==> src/rtl/wb_write_queue_if.sv <==
// Bundle of the write-queue request, drain, forwarding and status signals.
// The queue connects through the slave modport; the pipeline/regfile side uses master.
interface wb_write_queue_if #(
    parameter int DEPTH  = 4,
    parameter int DATA_W = 64,
    parameter int ADDR_W = 5
);
    localparam int CNT_W = $clog2(DEPTH + 1);

    // Request handshake: a request transfers on a rising edge where in_valid && in_ready;
    // in_reg/in_data must be stable while in_valid is high, and in_ready does not
    // depend on in_valid.
    logic              in_valid;
    logic              in_ready;
    logic [ADDR_W-1:0] in_reg;
    logic [DATA_W-1:0] in_data;

    logic              wr_hold;
    logic              RegWrite;
    logic [ADDR_W-1:0] WriteRegister;
    logic [DATA_W-1:0] WriteData;

    logic [ADDR_W-1:0] ReadRegister1;
    logic [ADDR_W-1:0] ReadRegister2;
    logic              fwd_hit1;
    logic [DATA_W-1:0] fwd_data1;
    logic              fwd_hit2;
    logic [DATA_W-1:0] fwd_data2;

    logic [CNT_W-1:0]  count;
    logic              empty;
    logic              full;

    modport slave (
        input  in_valid, in_reg, in_data, wr_hold, ReadRegister1, ReadRegister2,
        output in_ready, RegWrite, WriteRegister, WriteData,
        output fwd_hit1, fwd_data1, fwd_hit2, fwd_data2, count, empty, full
    );

    modport master (
        output in_valid, in_reg, in_data, wr_hold, ReadRegister1, ReadRegister2,
        input  in_ready, RegWrite, WriteRegister, WriteData,
        input  fwd_hit1, fwd_data1, fwd_hit2, fwd_data2, count, empty, full
    );
endinterface

==> src/rtl/wb_write_queue.sv <==
// In-order writeback queue draining onto the register-file write port, with forwarding.
// Optional in-place coalescing of writes to a pending register: WBQ_COALESCE_EN.
module wb_write_queue #(
    parameter int DEPTH  = 4,
    parameter int DATA_W = 64,
    parameter int ADDR_W = 5
) (
    input  logic              clk,
    input  logic              rst_n,
    wb_write_queue_if.slave   bus
);
    localparam int CNT_W = $clog2(DEPTH + 1);
    localparam int PTR_W = $clog2(DEPTH);
    localparam logic [ADDR_W-1:0] X31 = ADDR_W'(31);

    logic [ADDR_W-1:0] r_reg  [DEPTH];
    logic [DATA_W-1:0] r_data [DEPTH];
    logic [PTR_W-1:0]  r_head;
    logic [PTR_W-1:0]  r_tail;
    logic [CNT_W-1:0]  r_count;

    logic              w_full;
    logic              w_empty;
    logic              w_push;
    logic              w_pop;
    logic              w_alloc;
    logic              w_co_hit;
    logic [PTR_W-1:0]  w_co_idx;
    logic              w_hit1;
    logic              w_hit2;
    logic [PTR_W-1:0]  w_idx1;
    logic [PTR_W-1:0]  w_idx2;

    // Walk occupied entries oldest to youngest so the last match wins.
    function automatic logic [PTR_W:0] find_youngest(input logic [ADDR_W-1:0] a,
                                                     input logic skip_head);
        logic             hit;
        logic [PTR_W-1:0] idx;
        logic [PTR_W-1:0] p;
        hit = 1'b0;
        idx = '0;
        for (int i = 0; i < DEPTH; i++) begin
            p = r_head + PTR_W'(i);
            if ((CNT_W'(i) < r_count) && !(skip_head && (i == 0)) &&
                (r_reg[p] == a) && (a != X31)) begin
                hit = 1'b1;
                idx = p;
            end
        end
        return {hit, idx};
    endfunction

    assign w_full  = (r_count == CNT_W'(DEPTH));
    assign w_empty = (r_count == '0);
    assign w_push  = bus.in_valid && !w_full && (bus.in_reg != X31);
    assign w_pop   = !w_empty && !bus.wr_hold;

`ifdef WBQ_COALESCE_EN
    // The head leaving on this edge must not absorb new data, or that data would be lost.
    assign {w_co_hit, w_co_idx} = find_youngest(bus.in_reg, w_pop);
`else
    assign w_co_hit = 1'b0;
    assign w_co_idx = '0;
`endif

    assign w_alloc = w_push && !w_co_hit;

    always_comb begin
        {w_hit1, w_idx1} = find_youngest(bus.ReadRegister1, 1'b0);
        {w_hit2, w_idx2} = find_youngest(bus.ReadRegister2, 1'b0);
    end

    assign bus.in_ready      = !w_full;
    assign bus.RegWrite      = w_pop;
    assign bus.WriteRegister = w_empty ? '0 : r_reg[r_head];
    assign bus.WriteData     = w_empty ? '0 : r_data[r_head];
    assign bus.fwd_hit1      = w_hit1;
    assign bus.fwd_data1     = w_hit1 ? r_data[w_idx1] : '0;
    assign bus.fwd_hit2      = w_hit2;
    assign bus.fwd_data2     = w_hit2 ? r_data[w_idx2] : '0;
    assign bus.count         = r_count;
    assign bus.empty         = w_empty;
    assign bus.full          = w_full;

    always_ff @(posedge clk) begin
        if (!rst_n) begin
            r_head  <= '0;
            r_tail  <= '0;
            r_count <= '0;
        end else begin
            if (w_alloc) r_tail <= r_tail + 1'b1;
            if (w_pop)   r_head <= r_head + 1'b1;
            r_count <= r_count + CNT_W'(w_alloc) - CNT_W'(w_pop);
        end
    end

    // Entry storage carries no reset; only occupied slots are ever observed.
    always_ff @(posedge clk) begin
        if (w_alloc) begin
            r_reg[r_tail]  <= bus.in_reg;
            r_data[r_tail] <= bus.in_data;
        end else if (w_push && w_co_hit) begin
            r_data[w_co_idx] <= bus.in_data;
        end
    end
endmodule
==> src/flat_wrapper.sv <==
// flat-port wrapper written by rule: the top's interface ports become plain ports
module wb_write_queue_flat 
#(
    parameter int DEPTH  = 4,
    parameter int DATA_W = 64,
    parameter int ADDR_W = 5
)
  (clk, rst_n, bus_in_valid, bus_in_reg, bus_in_data, bus_wr_hold, bus_ReadRegister1, bus_ReadRegister2, bus_in_ready, bus_RegWrite, bus_WriteRegister, bus_WriteData, bus_fwd_hit1, bus_fwd_data1, bus_fwd_hit2, bus_fwd_data2, bus_count, bus_empty, bus_full);
  wb_write_queue_if #(.DEPTH(DEPTH), .DATA_W(DATA_W), .ADDR_W(ADDR_W)) bus_i ();
  input  logic clk;
  input  logic rst_n;
  input wire logic [$bits(bus_i.in_valid)-1:0] bus_in_valid;
  input wire logic [$bits(bus_i.in_reg)-1:0] bus_in_reg;
  input wire logic [$bits(bus_i.in_data)-1:0] bus_in_data;
  input wire logic [$bits(bus_i.wr_hold)-1:0] bus_wr_hold;
  input wire logic [$bits(bus_i.ReadRegister1)-1:0] bus_ReadRegister1;
  input wire logic [$bits(bus_i.ReadRegister2)-1:0] bus_ReadRegister2;
  output wire logic [$bits(bus_i.in_ready)-1:0] bus_in_ready;
  output wire logic [$bits(bus_i.RegWrite)-1:0] bus_RegWrite;
  output wire logic [$bits(bus_i.WriteRegister)-1:0] bus_WriteRegister;
  output wire logic [$bits(bus_i.WriteData)-1:0] bus_WriteData;
  output wire logic [$bits(bus_i.fwd_hit1)-1:0] bus_fwd_hit1;
  output wire logic [$bits(bus_i.fwd_data1)-1:0] bus_fwd_data1;
  output wire logic [$bits(bus_i.fwd_hit2)-1:0] bus_fwd_hit2;
  output wire logic [$bits(bus_i.fwd_data2)-1:0] bus_fwd_data2;
  output wire logic [$bits(bus_i.count)-1:0] bus_count;
  output wire logic [$bits(bus_i.empty)-1:0] bus_empty;
  output wire logic [$bits(bus_i.full)-1:0] bus_full;
  assign bus_i.in_valid = bus_in_valid;
  assign bus_i.in_reg = bus_in_reg;
  assign bus_i.in_data = bus_in_data;
  assign bus_i.wr_hold = bus_wr_hold;
  assign bus_i.ReadRegister1 = bus_ReadRegister1;
  assign bus_i.ReadRegister2 = bus_ReadRegister2;
  assign bus_in_ready = bus_i.in_ready;
  assign bus_RegWrite = bus_i.RegWrite;
  assign bus_WriteRegister = bus_i.WriteRegister;
  assign bus_WriteData = bus_i.WriteData;
  assign bus_fwd_hit1 = bus_i.fwd_hit1;
  assign bus_fwd_data1 = bus_i.fwd_data1;
  assign bus_fwd_hit2 = bus_i.fwd_hit2;
  assign bus_fwd_data2 = bus_i.fwd_data2;
  assign bus_count = bus_i.count;
  assign bus_empty = bus_i.empty;
  assign bus_full = bus_i.full;
  wb_write_queue #(.DEPTH(DEPTH), .DATA_W(DATA_W), .ADDR_W(ADDR_W)) u_core (.clk(clk), .rst_n(rst_n), .bus(bus_i));
endmodule
==> config.mk <==
export PLATFORM = sky130hd
export DESIGN_NAME = wb_write_queue_flat
export DESIGN_NICKNAME = d
export VERILOG_FILES = /design/src/rtl/wb_write_queue_if.sv /design/src/rtl/wb_write_queue.sv /design/src/flat_wrapper.sv
export SDC_FILE = /design/constraint.sdc
export NUM_CORES = 1
export LEC_CHECK = 0
export ABC_CLOCK_PERIOD_IN_PS = 6380
export CAP_MARGIN = 40
export CORE_ASPECT_RATIO = 0.7
export CORE_UTILIZATION = 58
export DETAILED_ROUTE_END_ITERATION = 8
export PLACE_DENSITY_LB_ADDON = 0.2
export SYNTH_ARGS = -nofsm -noshare
export SYNTH_HDL_FRONTEND = slang
export SYNTH_SLANG_ARGS = --single-unit
==> constraint.sdc <==
create_clock -name clk -period 6.38 [get_ports clk]
set_input_delay 0.957 -clock clk [delete_from_list [all_inputs] [get_ports clk]]
set_output_delay 0.957 -clock clk [all_outputs]
set_load 0.01 [all_outputs]
### Word level (Yosys, flattened, before mapping)

Memory sizes are Yosys's and may differ from the RTL's. A register that Yosys moved wholly into a read port is not among the register bits.
Cells that the tools add are included.

* word-level logic and storage cells: 76
* bits in writable memories: 276
* input port bits: 83
* output and inout port bits: 206
* register bits: 7
* memories: 2

* eq/ne operators: 12
* reduce and logical (&&, ||, !) cells: 23
* mux-type cells: 26
* $add $sub $neg: 6
* magnitude comparators: 4

Memories
* u_core.r_data: depth 4, bits a word 64, rd ports 3, clocked after memory_dff 1, write ports 1, line wb_write_queue.sv:17 `logic [DATA_W-1:0] r_data [DEPTH];`
* u_core.r_reg: depth 4, bits a word 5, rd ports 4, clocked after memory_dff 1, write ports 1, line wb_write_queue.sv:16 `logic [ADDR_W-1:0] r_reg [DEPTH];`

Operators with widths (number)
* 64-bit two-way mux: 3
* 5-bit equality test: 8
* 2-bit two-way mux: 12
* 1-bit logical AND: 19
* 5-bit != test, second input constant: 3
* 1-bit two-way mux: 10
* 1-bit by 3-bit < comparator with 1-bit output, first input constant: 2
* 2-bit by 3-bit < comparator with 1-bit output, first input constant: 2
* 5-bit two-way mux: 1
* 2-bit by 1-bit adder with 2-bit output, second input constant: 2
* 2-bit adder, second input constant: 2
* 3-bit by 1-bit adder with 3-bit output: 1
* 3-bit equality test, second input constant: 1
* 1-bit logical NOT: 3
* 3-bit logical NOT: 1
* 3-bit by 1-bit subtractor with 3-bit output: 1

### Logic depth before layout (Yosys ltp)

Gate-level depths: netlist (run 1).
An unclocked memory read counts as a cell.

* depth in word-level cells: 10
* depth in mapped cells: 14
* mapped depth without buffers: 9

### Worst setup path before layout (run 1)

OpenSTA, ideal clock, no wires.

* path kind: input to output
* from: in bus_ReadRegister1[4]
* to: out bus_fwd_data1[43]
* stages: 11
* arrival time: 3176 ps
* path slack: 2247 ps
* required time: 5423 ps
* path buffers: 3
* path through: clkbuf_1 xnor2_1 nand4_1 nor4_2 nor2_1 o31a_1 o311ai_4 buf_6 buf_8 mux2i_1 o22ai_1

* word-level cells in the longest chain between the ends: 9
* elaborated cells on any way between the ends: 23
* classes of those cells: 5 x eq/ne; 9 x mux; 8 x reduce/logical; 1 x memory

RTL lines
* start: declaration: line flat_wrapper.sv:16 `input wire logic [$bits(bus_i.ReadRegister1)-1:0] bus_ReadRegister1;`
* 5-bit equality test: line wb_write_queue.sv:45 `(r_reg[p] == a) && (a != X31)) begin`
* 1-bit logical AND: line wb_write_queue.sv:44 `if ((CNT_W'(i) < r_count) && !(skip_head && (i == 0)) &&`
* 1-bit logical AND: line wb_write_queue.sv:45
* 2-bit two-way mux (4 in series): line wb_write_queue.sv:44
* memory 4 x 64 bit
* 64-bit two-way mux *: line wb_write_queue.sv:78 `assign bus.fwd_data1 = w_hit1 ? r_data[w_idx1] : '0;`
* end: declaration: line flat_wrapper.sv:23 `output wire logic [$bits(bus_i.fwd_data1)-1:0] bus_fwd_data1;`

Mark *: on every way between the ends. The rest lies on a longest branch, timed or not.

### Final worst setup path (run 1)

* from: reg u_core.r_head[0]
* to: out bus_fwd_data2[45]

* word-level cells in the longest chain between the ends: 10
* elaborated cells on any way between the ends: 22
* classes of those cells: 3 x add/sub; 3 x eq/ne; 8 x mux; 6 x reduce/logical; 2 x memory

RTL lines
* start: declaration: line wb_write_queue.sv:18 `logic [PTR_W-1:0] r_head;`
* start signal: assignment: line wb_write_queue.sv:92 `if (w_pop) r_head <= r_head + 1'b1;`
* 2-bit by 1-bit adder with 2-bit output: line wb_write_queue.sv:43 `p = r_head + PTR_W'(i);`
* memory 4 x 5 bit
* 5-bit equality test: line wb_write_queue.sv:45
* 1-bit logical AND: line wb_write_queue.sv:44
* 1-bit logical AND: line wb_write_queue.sv:45
* 2-bit two-way mux (3 in series): line wb_write_queue.sv:44
* memory 4 x 64 bit
* 64-bit two-way mux *: line wb_write_queue.sv:80 `assign bus.fwd_data2 = w_hit2 ? r_data[w_idx2] : '0;`
* end: declaration: line flat_wrapper.sv:25 `output wire logic [$bits(bus_i.fwd_data2)-1:0] bus_fwd_data2;`

Marks and branches as above.

==> results of run 1 <==
==> cell families after synthesis <==
logic type	count (synthesis)	synth area share
mux	351	0.283
flops	285	0.532
compound gates	147	0.0597
simple gates	123	0.0482
buf+inv	103	0.0449
xor+xnor	45	0.0247
fa+ha+maj	9	0.00754
==> through the flow <==
stage | instances | power [mW] | utilization
2_1_floorplan | 1063 | 4.92 | -
3_3_place_gp | 1651 | 6.78 | 0.706
3_5_place_dp | 1655 | 6.85 | 0.709
4_1_cts | 1707 | 8.49 | 0.742
5_1_grt | 1707 | 8.84 | 0.743
6_report | 1707 | 8.49 | 0.743
==> power breakdown <==
group | switching, mW | internal, mW | leakage, nW | total (mW)
logic | 2.18 | 2.22 | 3.00 | 4.40
clock network | 0.685 | 0.944 | 0.441 | 1.63
registers | 0.171 | 2.29 | 2.60 | 2.46
==> per-layer routing <==
metal | track usage | up-vias | part of all wire
met5 | 0 | - | 0.00023
met4 | 0.0699 | 2 | 0.018
met2 | 0.481 | 557 | 0.46
met1 | 0.437 | 5477 | 0.42
met3 | 0.0608 | 56 | 0.097
li1 | - | 4778 | -
==> area by class of cell <==
type                            instances  area (sq um)
Fill cell                            1669          6910
Inverter                               11          41.3
Sequential cell                       285          8480
Clock buffer                           33           741
Multi-Input combinational cell        675          6810
Timing Repair Buffer                  320          3250
Tap cell                              364           455
Clock inverter                         19           156
==> synth_stat cells <==
cell type	n	share of area
clkbuf_1	45	0.011
buf_6	16	0.011
nor2b_1	72	0.028
and4b_1	1	0.00063
xor2_1	20	0.011
edfxtp_1	276	0.52
o311ai_4	1	0.0017
mux2i_1	268	0.17
nor4_1	2	0.00079
a21oi_1	3	0.00094
ha_1	8	0.0063
buf_12	9	0.011
and3_1	1	0.00039
mux4_1	4	0.0066
dfxtp_1	9	0.011
o21ai_1	6	0.0019
nor2_1	9	0.0021
a211oi_1	2	0.00094
nor4b_2	3	0.0028
buf_1	13	0.0031
o311ai_2	1	0.0010
and2_1	10	0.0039
nand3_1	3	0.00094
o31a_1	3	0.0017
nand2_1	9	0.0021
mux4_2	74	0.10
nand4_1	9	0.0035
nor3_1	1	0.00031
buf_8	5	0.0047
xnor2_1	25	0.014
o21bai_1	2	0.00094
buf_2	4	0.0013
mux2_1	1	0.00071
a31oi_1	1	0.00039
fa_1	1	0.0013
inv_1	11	0.0026
o22ai_1	128	0.050
mux2_2	4	0.0028
nor4_2	3	0.0024
==> layout by cell type, fill, tap and decap left out, types with 3 or more instances in the layout <==
cell type,instances
clkdlybuf4s50_1,288
edfxtp_1,276
mux2i_1,268
o22ai_1,128
mux4_2,74
nor2b_1,72
clkbuf_16,29
xnor2_1,25
buf_4,22
xor2_1,20
inv_1,11
clkinv_1,11
nor2_1,9
nand2_1,9
nand4_1,9
ha_1,8
buf_12,8
dfxtp_1,7
and2_1,6
clkinv_2,5
nor4_2,4
mux4_1,4
mux2_2,4
and2_4,4
clkbuf_1,4
nand3_1,3
nor4b_2,3
a21oi_1,3
o21ai_1,3
o21ai_4,3
bufinv_16,3
==> worst max-delay path, cell delays in order (launching register included) <==
cell and delay, ns:
dfxtp_1 0.31, buf_4 0.33, mux4_1 0.73, xor2_1 0.20, nor4_1 0.47, and4b_1 0.37, a211oi_1 0.11, o311ai_4 0.59
buf_12 0.37, mux2i_1 0.16, o22ai_1 0.22, clkdlybuf4s50_1 0.64
==> path summary, 6_finish.rpt <==
kind / startpoint / endpoint / slack [ns] / cells past startpoint
setup / recovery: u_core.r_head[0] / bus_fwd_data2[45] / 0.32 / 11
setup reg to reg: u_core.bus.count[1] / u_core.r_data[1][39] / 3.28 / 6
hold / removal: u_core.r_tail[1] / u_core.r_tail[1] / 0.59 / 2
hold reg to reg: u_core.r_tail[1] / u_core.r_tail[1] / 0.59 / 2
==> impl_metrics.json, run 1 <==
{
  "outcome": "completed",
  "cts_made_buffers": 29,
  "gp_congestion": 0.873,
  "ys_warn_count": 0,
  "leakagePower_nw": 6.04,
  "drc": 0,
  "hp-class": "register to register",
  "fin_crit_ns": 6.06,
  "clock_latency_ns": 0.54,
  "fin_tns_setup_ns": 0,
  "crit_path_end_kind": "output pin",
  "num_vias": 10900,
  "fp.dieH_um": 141,
  "dpl_cell_area_sq_um": 19000,
  "avgSynthCellArea_sq_um": 15.0,
  "worstPathRequired_ns": 5.42,
  "numClockSinks": 285,
  "grt_pass1_vias": 10900,
  "start_util": 0.593,
  "finalWorstSetupSlack_ns": 0.315,
  "htree_levels": 1,
  "grt-ovfl-total": 0,
  "chipWidth_um": 200,
  "ctsResizeCount": 0,
  "rsz0062_at_grt": "false",
  "cts_hold_buf": 0,
  "drive_above_1_share": 0.124,
  "row_count": 50,
  "fmaxAchievable_mhz": 165,
  "die_area_sq_um": 28100,
  "critPathArrivalTime_ns": 5.11,
  "firstDrtPassIters": 5,
  "drt_wl_total_um": 42600,
  "dpl.hpwl_um": 27500,
  "timing.final.crit_share": 0.951,
  "slew_headroom": 0.376,
  "port_buffers": 288,
  "ant_nets": 0,
  "final_area_sq_um": 19900,
  "grt_pass1_wl_um": 64200,
  "synth_area_sq_um": 15900,
  "routedWlPerCell_um": 25.0,
  "peakVddDrop_mv": 0.346,
  "core_sq_um": 26800,
  "nNetsFinal": 1414,
  "cts_buffer_depth": 3,
  "place_ws_ns": 0.675,
  "cts.clk_slew.worst_paths_ns": 0.06,
  "drv_slew": 0,
  "vias_per_cell": 6.37,
  "grtUsageTotal": 0.304,
  "critPathKind": "register to output pin",
  "synth.distinct_cells": 39,
  "n_antenna_cell": 0,
  "largest_reg_flops": 256,
  "synth_nets": 1155,
  "skew_ns": 0.00779,
  "critPathMaxFanout": 48,
  "grt_max_degree": 55,
  "cts_setup_buffers": 0,
  "holdWs_ns": 0.595,
  "tritoncts": "built",
  "ys_seq_elements": 285,
  "cp-start-kind": "register",
  "p_per_area_nw_per_um2": 426,
  "antenna_found_initial": 1,
  "hold_viol": 0,
  "area_delta_synth_final_pct": 25.1,
  "ios": 289,
  "synth_cells": 1063,
  "worst_pin_slew_ns": 0.936,
  "setup_viol_count_final": 0,
  "cap_violations": 0,
  "drtIter0Drc": 958,
  "root_buffer": "clkbuf_16",
  "ys_seq_area_frac": 0.532
}
Power figures use the tool's default switching activity.
==> run 2: changes to the inputs <==
--- a/config.mk
+++ b/config.mk
@@ -8,8 +8,10 @@
 export ABC_CLOCK_PERIOD_IN_PS = 6380
 export CAP_MARGIN = 40
 export CORE_ASPECT_RATIO = 0.7
+export CORE_MARGIN = 3
 export CORE_UTILIZATION = 58
 export DETAILED_ROUTE_END_ITERATION = 8
+export GPL_TIMING_DRIVEN = 0
 export PLACE_DENSITY_LB_ADDON = 0.2
 export SYNTH_ARGS = -nofsm -noshare
 export SYNTH_HDL_FRONTEND = slang
==> impl_metrics.json, run 2 (synthesis results as in run 1) <==
{
  "cts_setup_buffers": 0,
  "ios": 289,
  "critPathKind": "register to output pin",
  "stdcell_count": 1774,
  "die_area_sq_um": 29500,
  "layout_common_cells": "278 x clkdlybuf4s50_1, 276 x edfxtp_1, 268 x mux2i_1, 128 x o22ai_1, 74 x mux4_2",
  "power_mw": 8.72,
  "chipWidth_um": 204,
  "cp-start-kind": "register",
  "cap_violations": 0,
  "largest_reg_flops": 256,
  "port_buffers": 278,
  "timing.final.crit_share": 0.945,
  "pwr-share-comb": 0.534,
  "grtUsageTotal": 0.305,
  "p_per_area_nw_per_um2": 430,
  "worstHoldStart": "u_core.r_tail[1]",
  "antenna_found_initial": 3,
  "nNetsFinal": 1478,
  "worstPathRequired_ns": 5.42,
  "cts_hold_buf": 0,
  "cts.clk_slew.worst_paths_ns": 0.06,
  "drc": 0,
  "tritoncts": "built",
  "root_buffer": "clkbuf_16",
  "drive_above_1_share": 0.128,
  "intPower_mw": 5.54,
  "cts_buffer_depth": 3,
  "rsz0062_at_grt": "false",
  "fin_tns_setup_ns": 0,
  "pwr-share-clk": 0.188,
  "power.switching_mw": 3.18,
  "crit_start": "u_core.r_head[1]",
  "slew_headroom": 0.389,
  "grt_max_degree": 52,
  "final_common_cell": "clkdlybuf4s50_1",
  "seqPwrFrac": 0.277,
  "crit-reg2reg-launch": "u_core.bus.count[1]",
  "fp.dieH_um": 145,
  "grt-ovfl-total": 0,
  "critPathArrivalTime_ns": 5.07,
  "cts_made_buffers": 29,
  "hold_viol": 0,
  "area_delta_synth_final_pct": 27.5,
  "worst_pin_slew_ns": 0.913,
  "start_util": 0.592,
  "dpl.hpwl_um": 31700,
  "clock_latency_ns": 0.57,
  "numClockSinks": 285,
  "htree_levels": 1,
  "reg2reg_slack_ns": 3.57,
  "skew_ns": 0.0222,
  "gp_congestion": 0.900,
  "grt_pass1_wl_um": 68900,
  "num_vias": 11600,
  "crit_path_end_kind": "output pin",
  "fin_crit_ns": 6.03,
  "hp-class": "register to register",
  "vias_per_cell": 6.54,
  "drt_wl_total_um": 46300,
  "outcome": "completed",
  "drv_slew": 0,
  "leakagePower_nw": 6.18,
  "ctsResizeCount": 0,
  "routedWlPerCell_um": 26.1,
  "fmaxAchievable_mhz": 166,
  "critPathMaxFanout": 10,
  "row_count": 50,
  "drtIter0Drc": 1157,
  "ant_nets": 0,
  "sw_frac_of_total": 0.365,
  "core_sq_um": 26900,
  "firstDrtPassIters": 5,
  "peakVddDrop_mv": 0.303,
  "setup_viol_count_final": 0,
  "grt_pass1_vias": 11600,
  "dpl.cell_count": 1719
}
[run 2: cell types whose count changed in the layout (fill, tap and decap cells not counted), moves of 4 or more]
cell | previous run | this run
buf_6 | 0 | 23
clkinv_1 | 11 | 5
buf_8 | 1 | 5
clkbuf_1 | 4 | 53
buf_4 | 22 | 3
buf_2 | 0 | 4
clkdlybuf4s50_1 | 288 | 278
buf_1 | 0 | 13
[run 2: per-stage QoR]
step           hold slack (ns)  setup slack [ns]  cell area, sq um  utilization
5_1_grt                  0.664             0.173             20300        0.755
3_5_place_dp             0.574             0.998             19400        0.721
2_1_floorplan            0.528              2.25             15900            -
4_1_cts                  0.618             0.442             20300        0.755
6_report                 0.622             0.354             20300        0.755
3_3_place_gp             0.560             0.513             19200        0.712
[run 2: final cells by class]
type / instances / area (sq um)
clock inverter: 17 / 159
sequential: 285 / 8470
antenna: 1 / 2.50
clock buffer: 37 / 756
fill: 1635 / 6600
multi-input combinational: 675 / 6760
buffer: 92 / 673
timing repair buffer: 292 / 2990
tap: 364 / 455
inverter: 11 / 41.3
[run 2: final timing paths]
path	cells after the start	end
min	2	u_core.r_tail[1]
max	12	bus_fwd_data1[3]
max reg2reg	6	u_core.r_data[2][16]
min reg2reg	2	u_core.r_tail[1]
[run 2: power groups by stage]
stage / Combinational, mW / Sequential (mW) / Clock, mW
floorplan: 2.49 / 2.42 / 0
global placement: 4.49 / 2.46 / 0
detailed placement: 4.61 / 2.45 / 0
CTS: 4.65 / 2.41 / 1.66
global route: 4.90 / 2.44 / 1.73
finish: 4.66 / 2.42 / 1.64
[run 2: worst max-delay path, stage by stage (launching register included)]
cell	delay [ns]
dfxtp_1	0.48
buf_2	0.32
buf_2	0.30
mux2_2	0.41
xor2_1	0.18
nand4_1	0.16
nor4b_2	0.63
o21ai_1	0.15
o21ai_1	0.28
buf_4	0.28
clkbuf_1	0.51
o22ai_1	0.27
clkdlybuf4s50_1	0.55
[run 2: layer usage]
layer  vias up  track usage  part of all wire
met3        89       0.0542              0.11
met4         4       0.0807             0.024
met1      5797        0.436              0.39
met2       786        0.493              0.47
li1       4931            -                 -
met5         -            0           0.00030
